$ cat src/rtl/alu_seq.sv
// Handshaked sequential ALU: single-cycle ops plus iterative shift-add multiply.
// Define ALU_SEQ_DIV_EN to compile in the restoring divider (divu/remu).
module alu_seq #(
    parameter int WIDTH = 32,
    parameter int SHW   = $clog2(WIDTH)
) (
    input  logic             clk,
    input  logic             rst,
    input  logic             in_valid,
    output logic             in_ready,
    input  logic [3:0]       opcode,
    input  logic [WIDTH-1:0] num1,
    input  logic [WIDTH-1:0] num2,
    output logic             out_valid,
    input  logic             out_ready,
    output logic [WIDTH-1:0] result,
    output logic             zero
);

    localparam logic [3:0] OP_ADD   = 4'd0;
    localparam logic [3:0] OP_SUB   = 4'd1;
    localparam logic [3:0] OP_AND   = 4'd2;
    localparam logic [3:0] OP_OR    = 4'd3;
    localparam logic [3:0] OP_XOR   = 4'd4;
    localparam logic [3:0] OP_SLTU  = 4'd5;
    localparam logic [3:0] OP_SGTU  = 4'd6;
    localparam logic [3:0] OP_SLT   = 4'd7;
    localparam logic [3:0] OP_SLL   = 4'd8;
    localparam logic [3:0] OP_SRL   = 4'd9;
    localparam logic [3:0] OP_SRA   = 4'd10;
    localparam logic [3:0] OP_MUL   = 4'd11;
    localparam logic [3:0] OP_MULHU = 4'd12;
    localparam logic [3:0] OP_DIVU  = 4'd13;
    localparam logic [3:0] OP_REMU  = 4'd14;

    typedef enum logic [1:0] {
        IDLE,
        BUSY,
        DONE
    } state_t;

    state_t           state_reg;
    logic [SHW-1:0]   cnt_reg;
    logic [3:0]       op_reg;
    logic [WIDTH-1:0] acc_reg;     // product high half / partial remainder
    logic [WIDTH-1:0] lo_reg;      // multiplier-then-product-low / dividend-then-quotient
    logic [WIDTH-1:0] b_reg;       // multiplicand / divisor
    logic [WIDTH-1:0] result_reg;
    logic             zero_reg;
    logic             out_valid_reg;

    logic             accept;
    logic             iter_op;
    logic             div_op;

    assign in_ready  = (state_reg == IDLE) || ((state_reg == DONE) && out_ready);
    assign accept    = in_valid && in_ready;
    assign out_valid = out_valid_reg;
    assign result    = result_reg;
    assign zero      = zero_reg;

`ifdef ALU_SEQ_DIV_EN
    assign div_op  = (opcode == OP_DIVU) || (opcode == OP_REMU);
`else
    assign div_op  = 1'b0;
`endif
    assign iter_op = (opcode == OP_MUL) || (opcode == OP_MULHU) || div_op;

    // ---------------- single-cycle datapath ----------------
    logic [SHW-1:0]   shamt;
    logic [WIDTH-1:0] n1_rev;
    logic [WIDTH-1:0] rs_in;
    logic [WIDTH-1:0] rs_out;
    logic [WIDTH-1:0] sll_res;
    logic             rs_fill;
    logic [WIDTH-1:0] alu_res;

    assign shamt = num2[SHW-1:0];

    // Left shifts reuse the right barrel shifter on bit-reversed data.
    genvar gi;
    generate
        for (gi = 0; gi < WIDTH; gi = gi + 1) begin : g_rev
            assign n1_rev[gi]  = num1[WIDTH-1-gi];
            assign sll_res[gi] = rs_out[WIDTH-1-gi];
        end
    endgenerate

    assign rs_in   = (opcode == OP_SLL) ? n1_rev : num1;
    assign rs_fill = (opcode == OP_SRA) && num1[WIDTH-1];

    always_comb begin
        rs_out = rs_in;
        for (int i = 0; i < SHW; i++) begin
            if (shamt[i]) begin
                rs_out = (rs_out >> (1 << i)) |
                         (rs_fill ? ~({WIDTH{1'b1}} >> (1 << i)) : {WIDTH{1'b0}});
            end
        end
    end

    always_comb begin
        alu_res = '0;
        case (opcode)
            OP_ADD:  alu_res = num1 + num2;
            OP_SUB:  alu_res = num1 - num2;
            OP_AND:  alu_res = num1 & num2;
            OP_OR:   alu_res = num1 | num2;
            OP_XOR:  alu_res = num1 ^ num2;
            OP_SLTU: alu_res = {{(WIDTH-1){1'b0}}, (num1 < num2)};
            OP_SGTU: alu_res = {{(WIDTH-1){1'b0}}, (num1 > num2)};
            OP_SLT:  alu_res = {{(WIDTH-1){1'b0}}, ($signed(num1) < $signed(num2))};
            OP_SLL:  alu_res = sll_res;
            OP_SRL:  alu_res = rs_out;
            OP_SRA:  alu_res = rs_out;
            default: alu_res = '0;
        endcase
    end

    // ---------------- iterative datapath ----------------
    logic [WIDTH:0]   mul_sum;
    logic [WIDTH-1:0] step_hi;
    logic [WIDTH-1:0] step_lo;
    logic [WIDTH-1:0] iter_res;

    assign mul_sum = {1'b0, acc_reg} + (lo_reg[0] ? {1'b0, b_reg} : {(WIDTH+1){1'b0}});

`ifdef ALU_SEQ_DIV_EN
    logic [WIDTH:0]   div_shift;
    logic [WIDTH:0]   div_diff;
    logic             div_ok;

    assign div_shift = {acc_reg, lo_reg[WIDTH-1]};
    assign div_diff  = div_shift - {1'b0, b_reg};
    // A set top bit means the shifted remainder already exceeds any divisor.
    assign div_ok    = div_shift[WIDTH] || !div_diff[WIDTH];

    always_comb begin
        step_hi = mul_sum[WIDTH:1];
        step_lo = {mul_sum[0], lo_reg[WIDTH-1:1]};
        if ((op_reg == OP_DIVU) || (op_reg == OP_REMU)) begin
            step_hi = div_ok ? div_diff[WIDTH-1:0] : div_shift[WIDTH-1:0];
            step_lo = {lo_reg[WIDTH-2:0], div_ok};
        end
    end
`else
    always_comb begin
        step_hi = mul_sum[WIDTH:1];
        step_lo = {mul_sum[0], lo_reg[WIDTH-1:1]};
    end
`endif

    assign iter_res = ((op_reg == OP_MUL) || (op_reg == OP_DIVU)) ? step_lo : step_hi;

    // ---------------- control ----------------
    always_ff @(posedge clk) begin
        if (rst) begin
            state_reg     <= IDLE;
            cnt_reg       <= '0;
            op_reg        <= '0;
            acc_reg       <= '0;
            lo_reg        <= '0;
            b_reg         <= '0;
            result_reg    <= '0;
            zero_reg      <= 1'b0;
            out_valid_reg <= 1'b0;
        end else begin
            case (state_reg)
                IDLE, DONE: begin
                    if (accept) begin
                        op_reg <= opcode;
                        if (iter_op) begin
                            state_reg     <= BUSY;
                            cnt_reg       <= '0;
                            acc_reg       <= '0;
                            lo_reg        <= div_op ? num1 : num2;
                            b_reg         <= div_op ? num2 : num1;
                            out_valid_reg <= 1'b0;
                        end else begin
                            state_reg     <= DONE;
                            result_reg    <= alu_res;
                            zero_reg      <= (alu_res == '0);
                            out_valid_reg <= 1'b1;
                        end
                    end else if ((state_reg == DONE) && out_ready) begin
                        state_reg     <= IDLE;
                        out_valid_reg <= 1'b0;
                    end
                end
                BUSY: begin
                    acc_reg <= step_hi;
                    lo_reg  <= step_lo;
                    cnt_reg <= cnt_reg + 1'b1;
                    if (cnt_reg == SHW'(WIDTH - 1)) begin
                        state_reg     <= DONE;
                        result_reg    <= iter_res;
                        zero_reg      <= (iter_res == '0);
                        out_valid_reg <= 1'b1;
                    end
                end
                default: begin
                    state_reg     <= IDLE;
                    out_valid_reg <= 1'b0;
                end
            endcase
        end
    end

endmodule
$ cat config.mk
export PLATFORM = sky130hd
export DESIGN_NAME = alu_seq
export DESIGN_NICKNAME = d
export VERILOG_FILES = /design/src/rtl/alu_seq.sv
export SDC_FILE = /design/constraint.sdc
export NUM_CORES = 1
export LEC_CHECK = 0
export ABC_CLOCK_PERIOD_IN_PS = 8250
export CAP_MARGIN = 30
export CORE_MARGIN = 3
export CORE_UTILIZATION = 43
export CTS_BUF_LIST = sky130_fd_sc_hd__clkbuf_2 sky130_fd_sc_hd__clkbuf_4 sky130_fd_sc_hd__clkbuf_8
export CTS_CLUSTER_SIZE = 14
export DETAILED_ROUTE_END_ITERATION = 7
export PLACE_DENSITY_LB_ADDON = 0.08
export SLEW_MARGIN = 0
export SYNTH_ARGS = -nofsm -noshare
export SYNTH_HDL_FRONTEND = slang
export SYNTH_SLANG_ARGS = --single-unit
$ cat constraint.sdc
create_clock -name clk -period 8.25 [get_ports clk]
set_clock_uncertainty 0.05 [all_clocks]
set_input_delay 1.2375 -clock clk [delete_from_list [all_inputs] [get_ports clk]]
set_output_delay 1.2375 -clock clk [all_outputs]
set_load 0.005 [all_outputs]
==> run summary, run 1 <==
### Floorplanning
• **die span in y** 199 um
• **IO Count** 107
• **die extent in x** 199 um
• **area of the core region** 36700 um^2
• **number of rows in the core area** 70
• **Initial Util** 43.8%
• **Die Footprint** 39700 um^2

### Global route
• **met1 track demand over resource in global routing** 52.0%
• **wire length of the first global-routing pass** 111000 um
• **global route overflow** 0
• **total global routing track utilization** 37.4%
• **routing usage on met2** 54.9%
• **GR Layer Usage met3** 10.5%
• **largest net degree at the start of global routing** 86
• **grt peak-use layer** met2
• **antenna violations before repair** 2
• **via count of the first global-routing pass** 16737

### Power
• **P per Cell Area** 119 nW/um^2
• **P_leak** 7.14 nW
• **IR Drop Worst-Case VDD** 0.104 mV
• **power consumption** 2.12 mW

### Timing
• **count of endpoints failing setup in the final report** 0
• **Max Fclk** 162 MHz
• **Worst slew margin** 33.6%
• **Worst Setup Slack, final** 2.10 ns
• **Slew @ Worst Pin** 0.970 ns
• **summed negative setup slack over all endpoints** 0 ns
• **setup repair after global routing missed its margin** no
• **fraction of the cycle the final worst path needs** 74.6%
• **hold violation count in the final report** 0
• **number of pins with negative max-slew slack in the final report** 0
• **Final Critical Period** 6.15 ns

### Route
• **via count of the routed design** 18206
• **number of remaining DRC errors** 0
• **Starting DRT DRC Count** 2287
• **DRT antenna net count** 0
• **final routed wire length divided by cell count** 28.5 um
• **Post-Route WL** 76300 um
• **First-pass DRT Iterations** 6
• **Vias per Instance** 6.80

### Clock tree
• **Gates resized, CTS repair** 0
• **count of clock tree sinks** 140
• **Max H-tree Level** 4
• **clock tree from TritonCTS** done
• **clock buffer count from CTS** 17
• **maximum root-to-sink buffer count** 2
• **Post-CTS Setup Bufs** 0
• **hold buffer count at cts** 0
• **root buffer cell** sky130_fd_sc_hd__clkbuf_8
• **insertion delay to the later sink of the worst-skew pair** 0.46 ns
• **clock edge transition at the registers on the reported setup and hold paths** 0.09 ns

### Logic synthesis
• **#FFs+latches synth** 140
• **synth unique cells** 83
• **share of the yosys chip area belonging to registers** 17.4%
• **top flip-flop cell by instance count after synthesis** sky130_fd_sc_hd__dfxtp_1
• **cell count after synthesis** 2188
• **number of nets produced by synthesis** 2396
• **average cell area after synthesis** 7.34 um^2
• **warning count from the yosys run** 0
• **FFs w/ async S/R, synth** 0%
• **Post-synth EDFFs** 0
• **Netlist Area Pre-Place** 16100 um^2

### Place
• **Routability Congestion** 1.02
• **placed insts** 2645
• **detailed placement HPWL** 57700 um
• **quantity of I/O buffers inserted on ports** 106
• **Worst Setup Slack post-DPL** 1.80 ns

### Cells and area
• **Area growth, synth to finish** 11.3%
• **total inserted antenna cells** 0
• **area occupied by registers** 2800 um^2
• **non-filler instance count after layout** 2678
• **Multi-input gate area** 12300 um^2
• **# fillers** 3773
• **Total Nets Final** 2405
• **share of cells above drive strength 1** 8.19%

### Critical path
• **top fanout value on the critical path** 6
• **Worst Path Class, Setup** in -> reg
• **endpoint kind of the worst setup timing path** flop
• **arrival time worst endpoint** 6.51 ns
• **type of origin of the critical path** input port
• **data required time of the critical path** 8.61 ns

### Min path
• **path type of the worst min-delay path** reg -> reg

### Outcome
• **outcome** completed

### Job
• **max-cap viol count** 0

==> cells in the final DEF, fill, tap and decap left out, drive strengths merged, types with 11 or more instances in the layout <==
cell type,n
nand2,309
nor2,204
a21oi,203
dfxtp,140
ha,133
clkdlybuf4s50,104
inv,100
o21ai,94
nand3,57
mux2i,50
and2,48
mux4,47
buf,47
a211oi,46
nor3,46
o211ai,42
a311oi,39
a21o,28
a31oi,27
xnor2,26
a221oi,25
nor2b,22
nor4,21
nand4,20
clkbuf,20
mux2,18
nand2b,18
and3,15
a221o,15
o31ai,14
o22ai,13
a211o,12
o221ai,12
o21a,11
or2,11
xor2,11
a22oi,11
==> cell families (layout without fill, tap and decap cells) <==
logic type | Yosys count | count (layout) | synth area share (%)
DFF | 140 | 140 | 17.4
buffers and inverters | 258 | 280 | 6.11
AOI/OAI and AO/OA | 687 | 687 | 29.1
xor gates and xnor gates | 37 | 37 | 2.02
and+or+nand+nor | 815 | 815 | 23.6
muxes | 115 | 115 | 11.0
adders and majority gates | 136 | 136 | 10.7
==> where the power goes <==
part / internal, mW / total [mW] / switching [mW]
combinational: 0.294 / 0.843 / 0.549
sequential: 0.698 / 0.716 / 0.0180
clock: 0.256 / 0.563 / 0.307
==> worst max-delay path: stages <==
cell and delay [ns]:
sky130_fd_sc_hd__clkdlybuf4s50_1 0.62, sky130_fd_sc_hd__ha_1 0.37, sky130_fd_sc_hd__fa_1 0.45, sky130_fd_sc_hd__a211oi_1 0.60
sky130_fd_sc_hd__o211ai_1 0.35, sky130_fd_sc_hd__a21oi_1 0.28, sky130_fd_sc_hd__mux2i_1 0.10, sky130_fd_sc_hd__or3b_2 0.52
sky130_fd_sc_hd__nor4_1 0.71, sky130_fd_sc_hd__nand4_1 0.21, sky130_fd_sc_hd__nor4_1 0.32, sky130_fd_sc_hd__nand4_1 0.19
sky130_fd_sc_hd__nor4_1 0.33, sky130_fd_sc_hd__nand4_1 0.13, sky130_fd_sc_hd__nand2_1 0.09
==> area by class of cell <==
cell class	instances	share of cell area, %
clock buffers	19	1.43
clock inverters	13	0.728
inverters	96	2.02
multi-input cells	1790	69.0
flip-flops and latches	140	15.7
well taps	468	3.27
repair buffers	152	7.92
==> through the flow <==
stage	hold slack (ns)	utilization, %	area [um^2]
2_1_floorplan	0.382	-	16100
3_3_place_gp	0.391	47.6	17500
3_5_place_dp	0.393	47.7	17500
4_1_cts	0.403	48.7	17900
5_1_grt	0.424	48.7	17900
6_report	0.403	48.7	17900
==> worst paths after layout <==
path	start	end	slack, ns	cells past startpoint
worst min register to register	b_reg[5]	b_reg[5]	0.40	2
worst max register to register	lo_reg[0]	zero	3.55	15
worst min-delay path	b_reg[5]	b_reg[5]	0.40	2
worst max-delay path	num1[0]	zero	2.10	15
==> synthesized netlist by cell type, drive strengths merged (7+ instances only) <==
cell / count / share of area (%)
a2111oi: 7 / 0.38
a211o: 12 / 0.65
a211oi: 46 / 2.2
a21o: 28 / 1.3
a21oi: 203 / 6.3
a221o: 15 / 0.93
a221oi: 25 / 1.4
a22oi: 11 / 0.51
a311oi: 39 / 2.1
a31oi: 27 / 1.1
and2: 48 / 1.9
and3: 15 / 0.58
buf: 24 / 0.64
clkbuf: 138 / 3.2
dfxtp: 140 / 17
ha: 133 / 10
inv: 95 / 2.2
mux2: 18 / 1.3
mux2i: 50 / 3.1
mux4: 47 / 6.6
nand2: 309 / 7.2
nand2b: 18 / 0.70
nand3: 57 / 1.8
nand4: 20 / 0.78
nor2: 204 / 4.8
nor2b: 22 / 0.86
nor3: 46 / 1.4
nor3b: 7 / 0.33
nor4: 21 / 0.82
nor4b: 7 / 0.55
o211ai: 42 / 2.0
o21a: 11 / 0.51
o21ai: 94 / 2.9
o221ai: 12 / 0.65
o22ai: 13 / 0.51
o31a: 7 / 0.38
o31ai: 14 / 0.65
or2: 11 / 0.43
or3: 7 / 0.27
xnor2: 26 / 1.4
xor2: 11 / 0.60
==> routing by layer <==
| layer | share of wire, % | wire length (um) |
|---|---|---|
| met1 | 42 | 32300 |
| met3 | 12 | 8890 |
| met2 | 42 | 31800 |
| met4 | 4.4 | 3330 |
| met5 | 0 | 0 |
Note: power is estimated with default switching activity, not from simulation.
==> inputs of run 2 (changes only) <==
- ABC_CLOCK_PERIOD_IN_PS: 8250 -> 6090
- clock period: 8.25 -> 6.09 ns (I/O delays scaled with it)
==> run 2 against run 1 <==
Against the previous run: clock-buffer cell count increased by 1; critical path depth increased by 1; worst setup slack got worse by 1.6 ns; combinational power increased by 41%; die area unchanged; sequential power increased by 35%; critical endpoint unchanged; largest power group unchanged; non-clock buffer count increased by 49; sequential share of layout area decreased by 0.32 points.
==> run summary, run 2 (synthesis results as in run 1) <==
### Power
• **IR Drop Worst-Case VDD** 0.129 mV
• **Seq pwr share** 32.5%
• **switching fraction of total power** 39.7%
• **portion of total power attributed to the clock network** 27.6%
• **switching power of the nets** 1.18 mW
• **P_leak** 7.40 nW
• **part of the power in combinational logic** 39.8%
• **P per Cell Area** 163 nW/um^2
• **internal power** 1.80 mW

### Place
• **Routability Congestion** 1.10
• **placed insts** 2694
• **detailed placement HPWL** 60200 um
• **quantity of I/O buffers inserted on ports** 106

### Clock tree
• **clock buffer count from CTS** 17
• **Max H-tree Level** 4
• **maximum root-to-sink buffer count** 2
• **count of clock tree sinks** 140
• **clock edge transition at the registers on the reported setup and hold paths** 0.08 ns
• **root buffer cell** sky130_fd_sc_hd__clkbuf_8
• **hold buffer count at cts** 0
• **insertion delay to the later sink of the worst-skew pair** 0.48 ns
• **Gates resized, CTS repair** 0
• **Post-CTS Setup Bufs** 0
• **clock tree from TritonCTS** done

### Timing
• **summed negative setup slack over all endpoints** 0 ns
• **setup repair after global routing missed its margin** no
• **number of pins with negative max-slew slack in the final report** 0
• **count of endpoints failing setup in the final report** 0
• **Max Fclk** 178 MHz
• **Worst slew margin** 30.8%
• **Slew @ Worst Pin** 1.04 ns
• **fraction of the cycle the final worst path needs** 92.5%
• **Final Critical Period** 5.63 ns
• **hold violation count in the final report** 0

### Critical path
• **Worst Path Class, Setup** in -> reg
• **data required time of the critical path** 6.46 ns
• **slowest stage delay, CP** 0.86 ns
• **CP Cell Sequence** clkdlybuf4s50_1, inv_1, ha_1, nand2_1, a2111oi_0, o21ai_0, a211oi_1, o41ai_1, clkbuf_2, or3b_2, a221o_1, a211oi_1, nand2_1, nor4_1, nand4_1, nand2_1
• **arrival time worst endpoint** 6.00 ns
• **most frequent cell on the critical path** sky130_fd_sc_hd__nand2_1
• **top fanout value on the critical path** 10
• **type of origin of the critical path** input port
• **endpoint kind of the worst setup timing path** flop
• **cell type of the slowest stage on the worst timing path** sky130_fd_sc_hd__clkdlybuf4s50_1

### Global route
• **global route overflow** 0
• **antenna violations before repair** 3
• **wire length of the first global-routing pass** 114000 um
• **largest net degree at the start of global routing** 89
• **via count of the first global-routing pass** 17371
• **total global routing track utilization** 38.5%

### Route
• **Vias per Instance** 6.82
• **Post-Route WL** 78300 um
• **via count of the routed design** 18597
• **number of remaining DRC errors** 0
• **final routed wire length divided by cell count** 28.7 um
• **Starting DRT DRC Count** 2526
• **First-pass DRT Iterations** 6
• **DRT antenna net count** 0

### Cells and area
• **non-filler instance count after layout** 2727
• **share of cells above drive strength 1** 10.1%
• **commonest non-fill, non-tap cells in the layout** sky130_fd_sc_hd__nand2_1, sky130_fd_sc_hd__nor2_1, sky130_fd_sc_hd__a21oi_1, sky130_fd_sc_hd__dfxtp_1, sky130_fd_sc_hd__ha_1
• **Total Nets Final** 2454
• **most common cell after layout, fill and taps aside** sky130_fd_sc_hd__nand2_1
• **Area growth, synth to finish** 13.7%
• **final cell utilization of the core** 49.8%

### Floorplanning
• **Die Footprint** 39700 um^2
• **die span in y** 199 um
• **area of the core region** 36700 um^2
• **Initial Util** 43.8%
• **die extent in x** 199 um
• **number of rows in the core area** 70
• **IO Count** 107

### Min path
• **path type of the worst min-delay path** reg -> reg

### Outcome
• **outcome** completed

### Job
• **max-cap viol count** 0

[run 2: cell types whose count changed in the layout (fill, tap and decap cells not counted)]
cell / delta
sky130_fd_sc_hd__buf_16: -1
sky130_fd_sc_hd__bufinv_16: +2
sky130_fd_sc_hd__buf_4: +50
sky130_fd_sc_hd__diode_2: +1
sky130_fd_sc_hd__clkinvlp_4: -3
sky130_fd_sc_hd__clkbuf_8: +1
sky130_fd_sc_hd__inv_6: -5
sky130_fd_sc_hd__clkinv_2: +4
[run 2: final cells by class]
class | instances | area [um^2]
inverter | 96 | 360
clock inverter | 11 | 144
timing repair buffer | 201 | 1760
multi-input combinational | 1790 | 12300
antenna | 1 | 2.50
tap | 468 | 586
clock buffer | 20 | 269
sequential | 140 | 2800
fill | 3745 | 18400
[run 2: path summary, 6_finish.rpt]
kind	from	endpoint	slack (ns)	depth (start not counted)
worst max register to register	lo_reg[0]	zero	1.34	16
worst max-delay path	num1[9]	zero	0.46	16
worst min register to register	b_reg[8]	b_reg[8]	0.40	2
worst min-delay path	b_reg[8]	b_reg[8]	0.40	2
[run 2: stage by stage]
| step | setup WS [ns] | hold WS (ns) | instance area, um^2 | total power, mW |
|---|---|---|---|---|
| 2_1_floorplan | 1.21 | 0.382 | 16100 | 1.63 |
| 3_3_place_gp | 0.211 | 0.391 | 17800 | 2.12 |
| 3_5_place_dp | 0.241 | 0.394 | 17800 | 2.12 |
| 4_1_cts | 0.734 | 0.404 | 18300 | 2.93 |
| 5_1_grt | 0.345 | 0.427 | 18300 | 3.08 |
| 6_report | 0.460 | 0.402 | 18300 | 2.98 |
[run 2: layer usage]
| metal | track usage (%) | wire [um] |
|---|---|---|
| met5 | 0 | 46 |
| met4 | 15.5 | 3700 |
| met3 | 11.8 | 9560 |
| met2 | 57.5 | 32600 |
| met1 | 51.9 | 32300 |
[run 2: critical path, delay by kind of cell]
| family | cells | cell delay [ns] |
|---|---|---|
| simple gates | 6 | 1.21 |
| fa+ha+maj | 1 | 0.54 |
| buf+inv | 3 | 1.15 |
| compound gates | 6 | 2.17 |
[run 2: power groups by stage]
stage | logic [mW] | registers, mW | clock network, mW
floorplan | 0.649 | 0.984 | 0
global placement | 1.13 | 0.988 | 0
detailed placement | 1.13 | 0.988 | 0
CTS | 1.13 | 0.968 | 0.827
global route | 1.24 | 0.972 | 0.870
finish | 1.19 | 0.968 | 0.822
